<file path="config.mk">
export PLATFORM = sky130hd
export DESIGN_NAME = ace_snoop_initiator
export DESIGN_NICKNAME = d
export VERILOG_FILES = /design/src/rtl/ariane_ace_pkg.sv /design/src/rtl/ace_cd_collector.sv /design/src/rtl/ace_snoop_initiator.sv
export SDC_FILE = /design/constraint.sdc
export NUM_CORES = 1
export LEC_CHECK = 0
export BUFFER_PORTS_ARGS = -buffer_cell sky130_fd_sc_hd__buf_2
export CAP_MARGIN = 20
export CELL_PAD_IN_SITES_DETAIL_PLACEMENT = 1
export CELL_PAD_IN_SITES_GLOBAL_PLACEMENT = 2
export CORE_ASPECT_RATIO = 1.1
export CORE_MARGIN = 2
export CORE_UTILIZATION = 26
export DETAILED_ROUTE_END_ITERATION = 10
export MAX_ROUTING_LAYER = met4
export PLACE_DENSITY = 0.83
export SETUP_SLACK_MARGIN = 0.1
export SLEW_MARGIN = 20
export SYNTH_ARGS = -nofsm -noshare
export SYNTH_HDL_FRONTEND = slang
export SYNTH_SLANG_ARGS = --single-unit
export TNS_END_PERCENT = 50
</file>
<file path="constraint.sdc">
create_clock -name clk_i -period 5.7 [get_ports clk_i]
set_input_delay 0.285 -clock clk_i [delete_from_list [all_inputs] [get_ports clk_i]]
set_output_delay 0.285 -clock clk_i [all_outputs]
set_load 0.005 [all_outputs]
</file>
<file path="src/rtl/ariane_ace_pkg.sv">
// Shared ACE definitions for the snoop initiator: CRRESP bit positions, ACSNOOP codes, command/response structs, FSM states.
// Latency: none (types and constants only).
// Backpressure: not applicable.
package ariane_ace_pkg;

  // CRRESP bit positions
  localparam int unsigned CrDataTransfer = 0;
  localparam int unsigned CrError        = 1;
  localparam int unsigned CrPassDirty    = 2;
  localparam int unsigned CrIsShared     = 3;
  localparam int unsigned CrWasUnique    = 4;

  // ACSNOOP encodings
  localparam logic [3:0] AcReadOnce           = 4'b0000;
  localparam logic [3:0] AcReadShared         = 4'b0001;
  localparam logic [3:0] AcReadClean          = 4'b0010;
  localparam logic [3:0] AcReadNotSharedDirty = 4'b0011;
  localparam logic [3:0] AcReadUnique         = 4'b0111;
  localparam logic [3:0] AcCleanShared        = 4'b1000;
  localparam logic [3:0] AcCleanInvalid       = 4'b1001;
  localparam logic [3:0] AcMakeInvalid        = 4'b1101;

  typedef enum logic [2:0] {
    SNP_IDLE,
    SNP_SEND_AC,
    SNP_WAIT_CR,
    SNP_RECV_CD,
    SNP_RESP
  } snp_state_e;

  // Registered AC command fields (address kept separately, its width is a parameter)
  typedef struct packed {
    logic [3:0] snoop;
    logic [2:0] prot;
  } ac_cmd_t;

  // CRRESP laid out MSB first so the struct packs to the bus encoding
  typedef struct packed {
    logic was_unique;
    logic is_shared;
    logic pass_dirty;
    logic error;
    logic data_transfer;
  } crresp_t;

  // Number of byte-offset address bits inside one cache line
  function automatic int unsigned line_offset_bits(input int unsigned line_width);
    return $clog2(line_width / 8);
  endfunction

endpackage

</file>
<file path="src/rtl/ace_cd_collector.sv">
// CD beat collector: counts beats, assembles the line, flags misplaced/missing CDLAST.
// Latency: one beat stored per handshake cycle; line visible the cycle after the final beat.
// Backpressure: cd_ready_o only while enabled and fewer than a full line of beats is held.
module ace_cd_collector #(
  parameter int unsigned DataWidth = 64,
  parameter int unsigned LineWidth = 128
) (
  input  logic                 clk_i,
  input  logic                 rst_i,
  input  logic                 clear_i,
  input  logic                 en_i,
  input  logic                 cd_valid_i,
  input  logic [DataWidth-1:0] cd_data_i,
  input  logic                 cd_last_i,
  output logic                 cd_ready_o,
  output logic                 cd_hs_o,
  output logic                 full_next_o,
  output logic                 empty_o,
  output logic [LineWidth-1:0] line_o,
  output logic                 err_o
);

  localparam int unsigned Beats    = LineWidth / DataWidth;
  localparam int unsigned CntWidth = $clog2(Beats + 1);

  logic [CntWidth-1:0]  cnt_q;
  logic [LineWidth-1:0] line_q;
  logic                 err_q;
  logic                 final_beat;

  assign cd_ready_o  = en_i && (cnt_q < CntWidth'(Beats));
  assign cd_hs_o     = cd_valid_i && cd_ready_o;
  assign final_beat  = (cnt_q == CntWidth'(Beats - 1));
  // Counting the beat in flight lets the FSM finish on the same cycle the line completes
  assign full_next_o = ((cnt_q + CntWidth'(cd_hs_o)) == CntWidth'(Beats));
  assign empty_o     = (cnt_q == '0);
  assign line_o      = line_q;
  assign err_o       = err_q;

  // Store each accepted beat at its slot and check CDLAST against the beat position
  always_ff @(posedge clk_i) begin
    if (rst_i || clear_i) begin
      cnt_q  <= '0;
      line_q <= '0;
      err_q  <= 1'b0;
    end else if (cd_hs_o) begin
      cnt_q <= cnt_q + CntWidth'(1);
      for (int k = 0; k < Beats; k++) begin
        if (cnt_q == CntWidth'(k)) begin
          line_q[k*DataWidth +: DataWidth] <= cd_data_i;
        end
      end
      if (cd_last_i != final_beat) begin
        err_q <= 1'b1;
      end
    end
  end

endmodule

</file>
<file path="src/rtl/ace_snoop_initiator.sv">
// ACE snoop master: issues one snoop on AC, gathers CR and the CD line, returns both to the requester.
// Latency: accept -> rsp_valid_o 3 cycles with immediate AC/CR handshakes and no data.
// Backpressure: AC fields and rsp_* held until ready; one snoop outstanding. Watchdog via ACE_SNOOP_TIMEOUT_EN.
module ace_snoop_initiator
  import ariane_ace_pkg::*;
#(
  parameter int unsigned AddrWidth     = 64,
  parameter int unsigned DataWidth     = 64,
  parameter int unsigned LineWidth     = 128,
  parameter int unsigned TimeoutCycles = 1023
) (
  input  logic                 clk_i,
  input  logic                 rst_i,
  input  logic                 req_valid_i,
  output logic                 req_ready_o,
  input  logic [AddrWidth-1:0] req_addr_i,
  input  logic [3:0]           req_snoop_i,
  input  logic [2:0]           req_prot_i,
  output logic                 ac_valid_o,
  input  logic                 ac_ready_i,
  output logic [AddrWidth-1:0] ac_addr_o,
  output logic [3:0]           ac_snoop_o,
  output logic [2:0]           ac_prot_o,
  input  logic                 cr_valid_i,
  output logic                 cr_ready_o,
  input  logic [4:0]           cr_resp_i,
  input  logic                 cd_valid_i,
  output logic                 cd_ready_o,
  input  logic [DataWidth-1:0] cd_data_i,
  input  logic                 cd_last_i,
  output logic                 rsp_valid_o,
  input  logic                 rsp_ready_i,
  output logic [4:0]           rsp_cr_o,
  output logic [LineWidth-1:0] rsp_data_o,
  output logic                 rsp_err_o
);

  localparam int unsigned          OffBits  = line_offset_bits(LineWidth);
  localparam logic [AddrWidth-1:0] AddrMask = ~((AddrWidth'(1) << OffBits) - AddrWidth'(1));

  snp_state_e           state_q, state_d;
  logic [AddrWidth-1:0] addr_q;
  ac_cmd_t              cmd_q;
  crresp_t              cr_q;
  logic                 err_q;

  logic cmd_accept;
  logic cr_hs;
  logic cd_en;
  logic cd_hs;
  logic cd_full_next;
  logic cd_empty;
  logic cd_err;
  logic waiting;
  logic tmo_hit;
  logic tmo_fire;

  assign cmd_accept = (state_q == SNP_IDLE) && req_valid_i;
  assign cr_hs      = cr_valid_i && cr_ready_o;
  assign waiting    = (state_q == SNP_WAIT_CR) || (state_q == SNP_RECV_CD);

  ace_cd_collector #(
    .DataWidth (DataWidth),
    .LineWidth (LineWidth)
  ) u_cd_collector (
    .clk_i       (clk_i),
    .rst_i       (rst_i),
    .clear_i     (cmd_accept),
    .en_i        (cd_en),
    .cd_valid_i  (cd_valid_i),
    .cd_data_i   (cd_data_i),
    .cd_last_i   (cd_last_i),
    .cd_ready_o  (cd_ready_o),
    .cd_hs_o     (cd_hs),
    .full_next_o (cd_full_next),
    .empty_o     (cd_empty),
    .line_o      (rsp_data_o),
    .err_o       (cd_err)
  );

`ifdef ACE_SNOOP_TIMEOUT_EN
  logic [31:0] tmo_q;

  // Watchdog: restarts with each new command, runs only while waiting on CR/CD
  always_ff @(posedge clk_i) begin
    if (rst_i || cmd_accept) begin
      tmo_q <= '0;
    end else if (waiting) begin
      tmo_q <= tmo_q + 32'd1;
    end
  end

  assign tmo_hit = waiting && (tmo_q == TimeoutCycles);
`else
  assign tmo_hit = 1'b0;
`endif

  // State register
  always_ff @(posedge clk_i) begin
    if (rst_i) begin
      state_q <= SNP_IDLE;
    end else begin
      state_q <= state_d;
    end
  end

  // Next state; real handshakes take priority over the watchdog
  always_comb begin
    state_d  = state_q;
    tmo_fire = 1'b0;
    unique case (state_q)
      SNP_IDLE: begin
        if (req_valid_i) state_d = SNP_SEND_AC;
      end
      SNP_SEND_AC: begin
        if (ac_ready_i) state_d = SNP_WAIT_CR;
      end
      SNP_WAIT_CR: begin
        if (cr_valid_i) begin
          if (cr_resp_i[CrDataTransfer] && !cd_full_next) state_d = SNP_RECV_CD;
          else                                            state_d = SNP_RESP;
        end else if (tmo_hit) begin
          state_d  = SNP_RESP;
          tmo_fire = 1'b1;
        end
      end
      SNP_RECV_CD: begin
        if (cd_hs && cd_full_next) begin
          state_d = SNP_RESP;
        end else if (tmo_hit) begin
          state_d  = SNP_RESP;
          tmo_fire = 1'b1;
        end
      end
      SNP_RESP: begin
        if (rsp_ready_i) state_d = SNP_IDLE;
      end
      default: state_d = SNP_IDLE;
    endcase
  end

  // Handshake outputs decoded from state; forced low while reset is asserted
  always_comb begin
    req_ready_o = 1'b0;
    ac_valid_o  = 1'b0;
    cr_ready_o  = 1'b0;
    cd_en       = 1'b0;
    rsp_valid_o = 1'b0;
    if (!rst_i) begin
      unique case (state_q)
        SNP_IDLE:    req_ready_o = 1'b1;
        SNP_SEND_AC: ac_valid_o  = 1'b1;
        SNP_WAIT_CR: begin
          cr_ready_o = 1'b1;
          cd_en      = 1'b1;
        end
        SNP_RECV_CD: cd_en       = 1'b1;
        SNP_RESP:    rsp_valid_o = 1'b1;
        default: ;
      endcase
    end
  end

  // Command, CR capture and transaction-level error flag
  always_ff @(posedge clk_i) begin
    if (rst_i) begin
      addr_q <= '0;
      cmd_q  <= '0;
      cr_q   <= '0;
      err_q  <= 1'b0;
    end else begin
      if (cmd_accept) begin
        addr_q <= req_addr_i & AddrMask;
        cmd_q  <= '{snoop: req_snoop_i, prot: req_prot_i};
        cr_q   <= '0;
        err_q  <= 1'b0;
      end
      if (cr_hs) begin
        cr_q <= crresp_t'(cr_resp_i);
        // CD beats for a response that claims no data transfer
        if (!cr_resp_i[CrDataTransfer] && (!cd_empty || cd_hs)) begin
          err_q <= 1'b1;
        end
      end
      if (tmo_fire) begin
        err_q <= 1'b1;
      end
    end
  end

  assign ac_addr_o  = addr_q;
  assign ac_snoop_o = cmd_q.snoop;
  assign ac_prot_o  = cmd_q.prot;
  assign rsp_cr_o   = cr_q;
  assign rsp_err_o  = err_q | cd_err | cr_q.error;

endmodule
</file>
==> results of run 1 <==
-- final timing paths --
kind	from	endpoint	slack, ns	cells past startpoint
setup / recovery	state_q[1]$_SDFFE_PP0P_	u_cd_collector.line_o[109]$_SDFFE_PP0P_	2.91	5
hold / removal	cd_data_i[7]	u_cd_collector.line_o[71]$_SDFFE_PP0P_	0.03	3
setup reg to reg	state_q[1]$_SDFFE_PP0P_	u_cd_collector.line_o[109]$_SDFFE_PP0P_	2.91	5
hold reg to reg	u_cd_collector.line_o[30]$_SDFFE_PP0P_	u_cd_collector.line_o[30]$_SDFFE_PP0P_	0.45	2
-- Yosys cell counts, drive strengths merged (2+ instances only) --
cell / number / area, sq um
a21oi: 202 / 1011
and2: 2 / 12.51
and3: 3 / 18.77
buf: 48 / 329.1
clkbuf: 26 / 97.59
dfxtp: 207 / 4144
ha: 3 / 37.54
inv: 3 / 11.26
nand2: 396 / 1486
nand3: 8 / 50.05
nor2: 7 / 26.28
nor2b: 5 / 31.28
nor3: 4 / 20.02
nor4b: 3 / 41.29
o21ai: 2 / 10.01
xnor2: 2 / 17.52
-- through the flow --
stage	setup WS (ns)	hold WS (ns)	total power, mW	std cells
final	2.910	0.02539	3.715	1734
after global placement	2.744	0.4383	2.185	1592
after global routing	2.569	0.01237	3.916	1734
after CTS	2.840	0.000008993	3.775	1731
after floorplan	3.733	0.3954	1.968	941
after detailed placement	2.726	0.4449	2.199	1592
-- layout make-up --
cell class	instances	area, sq um	area share [%]
Clock inverter	3	21.27	0.1917
Timing Repair Buffer	455	2788	25.13
Antenna cell	3	7.507	0.06767
Multi-Input combinational cell	657	2917	26.29
Tap cell	368	460.4	4.151
Sequential cell	207	4144	37.36
Clock buffer	38	744.5	6.711
Inverter	3	11.26	0.1015
-- power by group through the flow --
| stage | sequential (mW) | clock, mW | combinational, mW |
|---|---|---|---|
| finish | 1.60 | 1.50 | 0.617 |
| global route | 1.61 | 1.61 | 0.689 |
| floorplan | 1.62 | 0 | 0.344 |
| CTS | 1.60 | 1.55 | 0.624 |
| detailed placement | 1.63 | 0 | 0.569 |
| global placement | 1.63 | 0 | 0.560 |
-- sequential cells by signal, indices dropped and copies added, names as in the netlist --
| signal | cells |
|---|---|
| u_cd_collector.line_o | 128 |
| rsp_cr_o | 5 |
| u_cd_collector.err_o | 1 |
| ac_prot_o | 3 |
| ac_snoop_o | 4 |
| state_q | 3 |
| ac_addr_o | 60 |
| u_cd_collector.cnt_q | 2 |
| err_q | 1 |
-- cells by family (layout without fill, tap and decap cells) --
kind of cell    Yosys count  in the layout  share of synthesized area [%]
compound gates          210            210                          14.33
xor+xnor                  3              3                         0.3512
fa+ha+maj                 3              3                         0.5017
buf+inv                  77            499                          5.853
flops                   207            207                          55.38
mux                       1              1                         0.1338
other cells               1              7                        0.05012
simple gates            436            436                          23.40
-- worst max-delay path, stage by stage, from the launching register on --
cell	delay, ns
dfxtp_1	0.55
nor2b_1	0.51
and3_2	0.95
buf_4	0.43
nand2_1	0.10
a21oi_1	0.13
-- repair_timing --
item                                   in CTS  in global routing
setup buffers                               0                  0
endpoints found under the hold margin     106                  0
gates resized for setup                     0                  0
hold buffers                               98                  0
-- routing by layer --
layer	global-route usage, %	wire length, microns
met2	32.51	13670
met5	-	0
met1	21.14	11590
met3	4.032	1958
met4	4.661	534
==> reports/results.tsv, run 1 <==
stage	metric	value	unit
layout	final_net_count	1499	
cts	htree_depth	1	
placed_design	place.gp.congestion	0.7438	
pwr	p_seq_share	43.1	%
detailed_routing	avgViaCountPerCell	4.517	
pwr	leakage	4.815	nW
logic_synthesis	yosys.cell_types.count	38	
detailed_routing	detailroute.via_count	7832	
logic_synthesis	synth.yosys.warnings	0	
layout	final_layout_size_suffix_gt1_share	29.27	%
timing	skew	0.008330	ns
pwr	worst_ir_drop_on_vdd	0.2627	mV
logic_synthesis	synth-seq-area-share	55.38	%
logic_synthesis	synth_async_sr_flop_share	0	%
critical_path	setup.worst_path.class	reg -> reg	
detailed_routing	dr.pass1.iters	4	
floorplan	die-height	181.9	microns
cts	cts.clk_slew.worst_paths	0.06	ns
logic_synthesis	syn-cell-area	7482	sq um
floorplan	num_io_pins	358	
placed_design	io_buffer_count	349	
detailed_routing	post_dr_wirelength_cell	16.01	microns
cts	clock-root-buffer	clkbuf_16	
grt	antenna_found_initial	3	
job	maxCapViolCount	0	
pwr	power_density	334.9	nW/um^2
logic_synthesis	ys_dominant_reg_cell	dfxtp_1	
timing	period_utilization	48.95	%
grt	number_of_global_route_vias_before_repair	8250	
cts	cts_inserted_buffers	24	
pwr	total_switching_power	1.049	mW
timing	fin_crit	2.790	ns
cts	clockBufferDepth	3	
layout	mostFrequentLayoutCells	396 x nand2_1, 349 x buf_2, 207 x dfxtp_1	
cts	worstSkewPairLatency	0.51	ns
floorplan	initial_utilization	26.29	%
timing	finalSetupViolations	0	
placed_design	hpwl	17860	microns
pwr	sw_frac_of_total	28.23	%
detailed_routing	route.detailed.drc	0	
logic_synthesis	synthCells	938	
timing	post_route_setup_tns	0	ns
timing	tightestPinTransition	0.9756	ns
grt	grt_util_all_layers	18.39	%
detailed_routing	starting_drc_count_in_detailed_routing	276	
timing	maxClockFrequency	0.3584	GHz
placed_design	postPlaceCellArea	9339	sq um
layout	layout_commonest_cell	nand2_1	
logic_synthesis	syn_avg_cell_area	7.977	sq um
floorplan	core	28460	sq um
logic_synthesis	flop_and_latch_count_out_of_synthesis	207	
layout	final_core_util	38.97	%
grt	first_pass_grt_wire_length	44220	microns
grt	grt_overflow	0	
cts	cts_tree	yes	
detailed_routing	postRouteAntennaNets	0	
floorplan	dieArea	30150	sq um
timing	hold_viol_final	0	
floorplan	core.rowCount	65	
layout	finalInstanceArea	11090	sq um
floorplan	die_width	165.7	microns
cts	cts.sink_count	207	
logic_synthesis	synth_enable_flop_cells	0	
critical_path	critPathMaxFanout	41	
pwr	power.share.clock	40.3	%
pwr	p_int	2.667	mW
critical_path	critPathArrivalTime	3.22	ns
grt	maximum_number_of_pins_on_one_net_before_global_route_repair	83	
layout	fillers	3503	
critical_path	critical_path.endpoint_type	flop	
timing	max_slew_margin	34.96	%
pwr	power.combinational.fraction	16.6	%
critical_path	setup.worst_path.start_class	flop	
layout	area.growth.synth_to_final	48.26	%
timing	rsz0062_at_grt	false	
run_status	outcome	completed	
critical_path	worstPathRequired	6.13	ns
timing	pins_over_slew_limit	0	
detailed_routing	postRouteWirelength	27760	microns
min_path	holdCritPathClass	in -> reg	
No activity file was read; power rests on OpenSTA's default activity.
==> inputs of run 2 (changes only) <==
--- a/config.mk
+++ b/config.mk
@@ -11,10 +11,10 @@
 export CELL_PAD_IN_SITES_GLOBAL_PLACEMENT = 2
 export CORE_ASPECT_RATIO = 1.1
 export CORE_MARGIN = 2
-export CORE_UTILIZATION = 26
+export CORE_UTILIZATION = 24
 export DETAILED_ROUTE_END_ITERATION = 10
 export MAX_ROUTING_LAYER = met4
-export PLACE_DENSITY = 0.83
+export PLACE_DENSITY = 0.78
 export SETUP_SLACK_MARGIN = 0.1
 export SLEW_MARGIN = 20
 export SYNTH_ARGS = -nofsm -noshare
==> constraint.sdc (replaced) <==
create_clock -name clk_i -period 2.9 [get_ports clk_i]
set_input_delay 0.145 -clock clk_i [delete_from_list [all_inputs] [get_ports clk_i]]
set_output_delay 0.145 -clock clk_i [all_outputs]
set_load 0.005 [all_outputs]
==> run 2 against run 1 <==
  * Hold slack better by 0.11 ns
  * Clock skew grew 0.0041 ns
  * Final cell count grew 5.1%
  * Register-to-register slack got worse by 2.3 ns
  * Critical path depth up 3
  * Power up 100%
  * Core utilization down 0.64 points
  * Clock-buffer cell count is 1 lower
  * Sequential share of layout area down 2.0 points
  * First-iteration DRC count down 16%
  * Critical endpoint is now state_q[1]$_SDFFE_PP0P_
  * Largest power group unchanged
==> reports/results.tsv, run 2 (same netlist as run 1, synthesis figures left out) <==
stage	metric	value	unit	change
run_status	outcome	completed		
critical_path	critPathArrivalTime	2.75	ns	-0.47 ns
job	maxCapViolCount	0		unchanged
critical_path	timing.critical_path.slowest_stage_cell	dfxtp_1		
timing	pins_over_slew_limit	0		unchanged
cts	htree_depth	1		unchanged
detailed_routing	starting_drc_count_in_detailed_routing	233		-16%
timing	skew	0.01247	ns	+0.004144 ns
placed_design	postPlaceCellArea	9512	sq um	+1.8%
timing	period_utilization	79.15	%	+30 points
critical_path	critical-path-max-stage-delay	0.54	ns	-0.41 ns
detailed_routing	dr.pass1.iters	4		unchanged
cts	worstSkewPairLatency	0.52	ns	about the same
critical_path	rr_startpoint	state_q[1]$_SDFFE_PP0P_		
detailed_routing	route.detailed.drc	0		unchanged
critical_path	cp_capture_point	state_q[1]$_SDFFE_PP0P_		
timing	post_route_setup_tns	0	ns	unchanged
pwr	worst_ir_drop_on_vdd	0.3487	mV	+33%
timing	fin_crit	2.295	ns	-0.4948 ns
timing	fin_worst_hold_slack	0.1373	ns	+0.1119 ns
critical_path	worstPathRequired	3.36	ns	-2.77 ns
critical_path	critical_path.endpoint_type	flop		
critical_path	r2r_cells	8		+3
cts	cts_tree	yes		
floorplan	core	30600	sq um	+7.5%
grt	maximum_number_of_pins_on_one_net_before_global_route_repair	83		unchanged
placed_design	hpwl	18100	microns	+1.4%
layout	final_layout_size_suffix_gt1_share	28.84	%	-0.44 points
layout	final_core_util	38.33	%	-0.64 points
floorplan	num_io_pins	358		unchanged
critical_path	critical_path.top_delay_family	compound AO/OA/AOI/OAI gates		
detailed_routing	post_dr_wirelength_cell	15.70	microns	-1.9%
critical_path	setup.worst_path.class	reg -> reg		
floorplan	dieArea	32610	sq um	+8.1%
layout	final_net_count	1542		+2.9%
pwr	leakage	5.067	nW	+5.2%
critical_path	buf_inv_stages_crit_path	1		unchanged
critical_path	critPathMaxFanout	9		-78%
floorplan	die_width	172.4	microns	+4.0%
timing	rsz0062_at_grt	false		
layout	mostFrequentLayoutCells	396 x nand2_1, 349 x buf_2, 207 x dfxtp_1		
cts	cts.clk_slew.worst_paths	0.06	ns	about the same
cts	clockBufferDepth	3		unchanged
critical_path	setup.worst_path.start_class	flop		
grt	antenna_found_initial	1		-2
cts	cts_inserted_buffers	24		unchanged
floorplan	initial_utilization	24.45	%	-1.8 points
placed_design	preCtsSetupSlack	0.6057	ns	-2.120 ns
timing	maxClockFrequency	0.4356	GHz	+22%
timing	hold_viol_final	0		unchanged
timing	finalSetupViolations	0		unchanged
cts	cts.sink_count	207		unchanged
timing	post-route-worst-setup-slack	0.6045	ns	-2.305 ns
detailed_routing	detailroute.via_count	7985		+2.0%
detailed_routing	postRouteWirelength	28630	microns	+3.1%
grt	grt_overflow	0		unchanged
timing	max_slew_margin	37.70	%	+2.7 points
detailed_routing	avgViaCountPerCell	4.380		-3.0%
placed_design	place.gp.congestion	0.7563		+1.7%
pwr	power_density	646.2	nW/um^2	+93%
critical_path	cp_num_cells	8		+3
floorplan	die-height	189.2	microns	+4.0%
critical_path	regToRegSetupSlack	0.60	ns	-2.31 ns
layout	finalInstanceArea	11730	sq um	+5.7%
floorplan	core.rowCount	67		+3.1%
cts	clock-root-buffer	clkbuf_16		
grt	first_pass_grt_wire_length	44300	microns	+0.20%
critical_path	worst_path_cell_trace	nor2b_1 -> buf_4 -> and2_1 -> ha_1 -> xnor2_1 -> o21ai_0 -> a2111oi_0 -> a21o_1		
detailed_routing	postRouteAntennaNets	0		unchanged
min_path	holdCritPathClass	in -> reg		
critical_path	critical_path.reg2reg.endpoint	state_q[1]$_SDFFE_PP0P_		
layout	max_ffs_per_register	128		unchanged
timing	tightestPinTransition	0.9346	ns	-0.04104 ns
critical_path	timing.critical_path.from	state_q[1]$_SDFFE_PP0P_		
grt	number_of_global_route_vias_before_repair	8472		+2.7%
layout	layout_commonest_cell	nand2_1		
grt	grt_util_all_layers	17.34	%	-1.1 points
placed_design	io_buffer_count	349		unchanged
layout	area.growth.synth_to_final	56.74	%	
run 2: changes by cell type in the layout (fill, tap and decap cells not counted), sizes merged:
cell and delta:
clkinv +2, buf +2, diode -2, dlygate4sd3 +41
clkbuf -1, bufinv +1
run 2: layer usage:
metal / vias to the layer above / share of wire, % / global-route usage (%)
met5: - / 0 / -
met3: 39 / 7.9 / 4.787
li1: 3923 / - / -
met2: 258 / 49 / 30.88
met1: 3765 / 41 / 19.16
met4: 0 / 1.8 / 3.782
run 2: worst min path at each step:
stage	start	endpoint	slack [ns]	cells after the start
after global routing	cr_valid_i	rsp_cr_o[1]$_SDFFE_PP0P_	0.15	4
after detailed placement	ac_ready_i	state_q[1]$_SDFFE_PP0P_	0.37	2
final	cr_valid_i	rsp_cr_o[1]$_SDFFE_PP0P_	0.14	4
after global placement	ac_ready_i	state_q[1]$_SDFFE_PP0P_	0.37	2
after floorplan	ac_ready_i	state_q[1]$_SDFFE_PP0P_	0.26	1
after CTS	cr_valid_i	rsp_cr_o[1]$_SDFFE_PP0P_	0.11	4
run 2: layout make-up:
| cell class | count | area (sq um) |
|---|---|---|
| clock inverters | 6 | 61.31 |
| inverters | 3 | 11.26 |
| clock buffers | 37 | 760.7 |
| diodes | 1 | 2.502 |
| well taps | 414 | 518.0 |
| fillers | 3692 | 18870 |
| repair buffers | 498 | 3313 |
| flip-flops and latches | 207 | 4144 |
| multi-input cells | 657 | 2917 |
run 2: repair_timing:
action	CTS	global route
setup endpoints to repair	0	0
buffers inserted	0	0
hold buffers	139	0
resized for setup	0	0
endpoints found under the hold margin	204	0
run 2: worst min-delay path, delay by kind of cell:
kind | cells | cell delay (ns)
buffers and inverters | 1 | 0.13
AOI/OAI and AO/OA | 1 | 0.05
and+or+nand+nor | 2 | 0.29
run 2: stage by stage:
step	total power, mW	std cells
5_1_grt	7.969	1823
4_1_cts	7.711	1822
6_report	7.578	1823
3_3_place_gp	4.372	1640
2_1_floorplan	3.869	941
3_5_place_dp	4.393	1640
run 2: report_power, final:
part           internal [mW]  total [mW]  switching (mW)
Sequential              3.03        3.15           0.119
Clock                   1.89        3.11            1.23
Combinational          0.554        1.32           0.767
Total                   5.47        7.58            2.11
==> inputs of run 3 (changes only) <==
==> constraint.sdc (replaced) <==
create_clock -name clk_i -period 2.3 [get_ports clk_i]
set_input_delay 0.115 -clock clk_i [delete_from_list [all_inputs] [get_ports clk_i]]
set_output_delay 0.115 -clock clk_i [all_outputs]
set_load 0.005 [all_outputs]
==> run 3 against run 2 <==
  * Sequential share of layout area fell by 0.15 points
  * First-iteration DRC count rose by 21%
  * Final cell count rose by 0.49%
  * Sequential cell count did not move
  * Largest cell class unchanged
  * Clock-buffer cell count fell by 7
==> reports/results.tsv, run 3 (same netlist as run 1, synthesis figures left out) <==
stage	metric	value	unit	change
timing	fin_crit	1.932	ns	-0.3631 ns
grt	global_route.peak_usage_layer	met2		
run_status	outcome	completed		
layout	layout_commonest_cell	nand2_1		
layout	final_net_count	1553		+0.71%
critical_path	worstPathRequired	2.77	ns	-0.59 ns
cts	clock-root-buffer	clkbuf_16		
timing	post_route_setup_tns	0	ns	unchanged
grt	grt_use_met3	4.787	%	unchanged
cts	worstSkewPairLatency	0.53	ns	about the same
cts	cts.clk_slew.worst_paths	0.06	ns	about the same
grt	grt_util_all_layers	17.59	%	+0.25 points
detailed_routing	route.detailed.drc	0		unchanged
placed_design	hpwl	18890	microns	+4.3%
grt	met2_usage	31.05	%	+0.17 points
detailed_routing	avgViaCountPerCell	4.385		+0.11%
floorplan	core	30600	sq um	unchanged
placed_design	dp_cells	1650		+0.61%
placed_design	preCtsSetupSlack	0.3709	ns	-0.2348 ns
critical_path	setup.worst_path.class	reg -> reg		
layout	area.growth.synth_to_final	57.41	%	
floorplan	num_io_pins	358		unchanged
layout	mostFrequentLayoutCells	396 x nand2_1, 349 x buf_2, 207 x dfxtp_1		
timing	hold_viol_final	0		unchanged
pwr	post-layout-total-power	9.484	mW	+25%
timing	period_utilization	84.02	%	+4.9 points
critical_path	critPathMaxFanout	5		-4
pwr	worst_ir_drop_on_vdd	0.6128	mV	+76%
timing	tightestPinTransition	0.8990	ns	-0.03558 ns
placed_design	place.gp.congestion	0.7447		-1.5%
detailed_routing	post_dr_wirelength_cell	15.72	microns	about the same
pwr	leakage	5.109	nW	+0.82%
grt	grt_util_met1	19.34	%	+0.19 points
floorplan	die_width	172.4	microns	unchanged
cts	clockBufferDepth	3		unchanged
cts	cts_tree	yes		
placed_design	io_buffer_count	349		unchanged
detailed_routing	starting_drc_count_in_detailed_routing	282		+21%
layout	fillers	3700		+0.22%
layout	final_core_util	38.49	%	+0.16 points
critical_path	critical_path.endpoint_type	flop		
cts	cts.sink_count	207		unchanged
detailed_routing	detailroute.via_count	8033		+0.60%
layout	insertedDiodeCount	0		-1
cts	cts-resized-gates	0		unchanged
grt	maximum_number_of_pins_on_one_net_before_global_route_repair	82		-1.2%
timing	post-route-worst-setup-slack	0.3676	ns	-0.2369 ns
timing	finalSetupViolations	0		unchanged
grt	antenna_found_initial	0		-1
timing	rsz0062_at_grt	false		
cts	htree_depth	1		unchanged
detailed_routing	postRouteAntennaNets	0		unchanged
detailed_routing	postRouteWirelength	28800	microns	+0.58%
detailed_routing	dr.pass1.iters	4		unchanged
floorplan	initial_utilization	24.45	%	unchanged
floorplan	dieArea	32610	sq um	unchanged
grt	first_pass_grt_wire_length	44710	microns	+0.91%
cts	cts_inserted_buffers	25		+4.2%
grt	number_of_global_route_vias_before_repair	8601		+1.5%
critical_path	critPathArrivalTime	2.41	ns	-0.34 ns
layout	final_layout_size_suffix_gt1_share	29.34	%	+0.50 points
floorplan	die-height	189.2	microns	unchanged
grt	grt_overflow	0		unchanged
job	maxCapViolCount	0		unchanged
pwr	power_density	805.2	nW/um^2	+25%
layout	final_cells	1832		+0.49%
layout	max_ffs_per_register	128		unchanged
critical_path	setup.worst_path.start_class	flop		
floorplan	core.rowCount	67		unchanged
timing	max_slew_margin	40.07	%	+2.4 points
min_path	holdCritPathClass	in -> reg		
timing	pins_over_slew_limit	0		unchanged
timing	skew	0.01789	ns	+0.005421 ns
timing	maxClockFrequency	0.5175	GHz	+19%
[run 3: cell count changes in the layout (fill, tap and decap cells not counted), sizes merged]
cell	delta
buf	+10
clkbuf	-7
clkinv	+4
diode	-1
inv	+3
[run 3: worst max-delay path, stage by stage (launching register included)]
cell and delay [ns]:
dfxtp_1 0.36, nor3b_2 0.21, and2_1 0.26, ha_1 0.23, xnor2_1 0.12, o21ai_0 0.15
a2111oi_0 0.41, a21o_1 0.13
[run 3: final timing paths]
| path | startpoint | end | slack [ns] | cells after the start |
|---|---|---|---|---|
| min | cr_valid_i | rsp_cr_o[0]$_SDFFE_PP0P_ | 0.09 | 4 |
| min reg2reg | u_cd_collector.line_o[106]$_SDFFE_PP0P_ | u_cd_collector.line_o[106]$_SDFFE_PP0P_ | 0.45 | 2 |
| max | u_cd_collector.cnt_q[1]$_SDFFE_PP0P_ | state_q[1]$_SDFFE_PP0P_ | 0.37 | 7 |
| max reg2reg | u_cd_collector.cnt_q[1]$_SDFFE_PP0P_ | state_q[1]$_SDFFE_PP0P_ | 0.37 | 7 |
[run 3: per-layer routing]
layer / routed length (microns) / share of wire [%]
met1: 11540 / 40
met2: 14210 / 49
met3: 2343 / 8.1
met4: 703 / 2.4
met5: 0 / 0
[run 3: what timing repair did]
| action | in CTS | in global routing |
|---|---|---|
| endpoints found under the setup margin | 0 | 0 |
| hold buffers | 139 | 0 |
| buffers inserted | 0 | 0 |
| hold endpoints to repair | 204 | 0 |
[run 3: cell type report]
cell class                 instances  area [sq um]  area share, %
clock buffer                      30         664.4          5.641
clock inverter                    13         110.1         0.9349
inverter                           3         11.26        0.09561
multi-input combinational        657          2917          24.76
sequential                       207          4144          35.19
tap                              414         518.0          4.398
timing repair buffer             508          3413          28.98
[run 3: power breakdown]
| part | switching (mW) | leakage [nW] | internal [mW] | total [mW] |
|---|---|---|---|---|
| sequential | 0.139 | 1.68 | 3.82 | 3.96 |
| clock | 1.61 | 0.387 | 2.18 | 3.79 |
| combinational | 0.987 | 3.04 | 0.756 | 1.74 |
| total | 2.73 | 5.11 | 6.75 | 9.48 |
[run 3: stage by stage]
stage / hold WS [ns] / instance area, sq um
floorplan: 0.2254 / 7493
global placement: 0.3540 / 9612
detailed placement: 0.3570 / 9612
CTS: 0.07365 / 11780
global route: 0.09640 / 11780
finish: 0.09167 / 11780
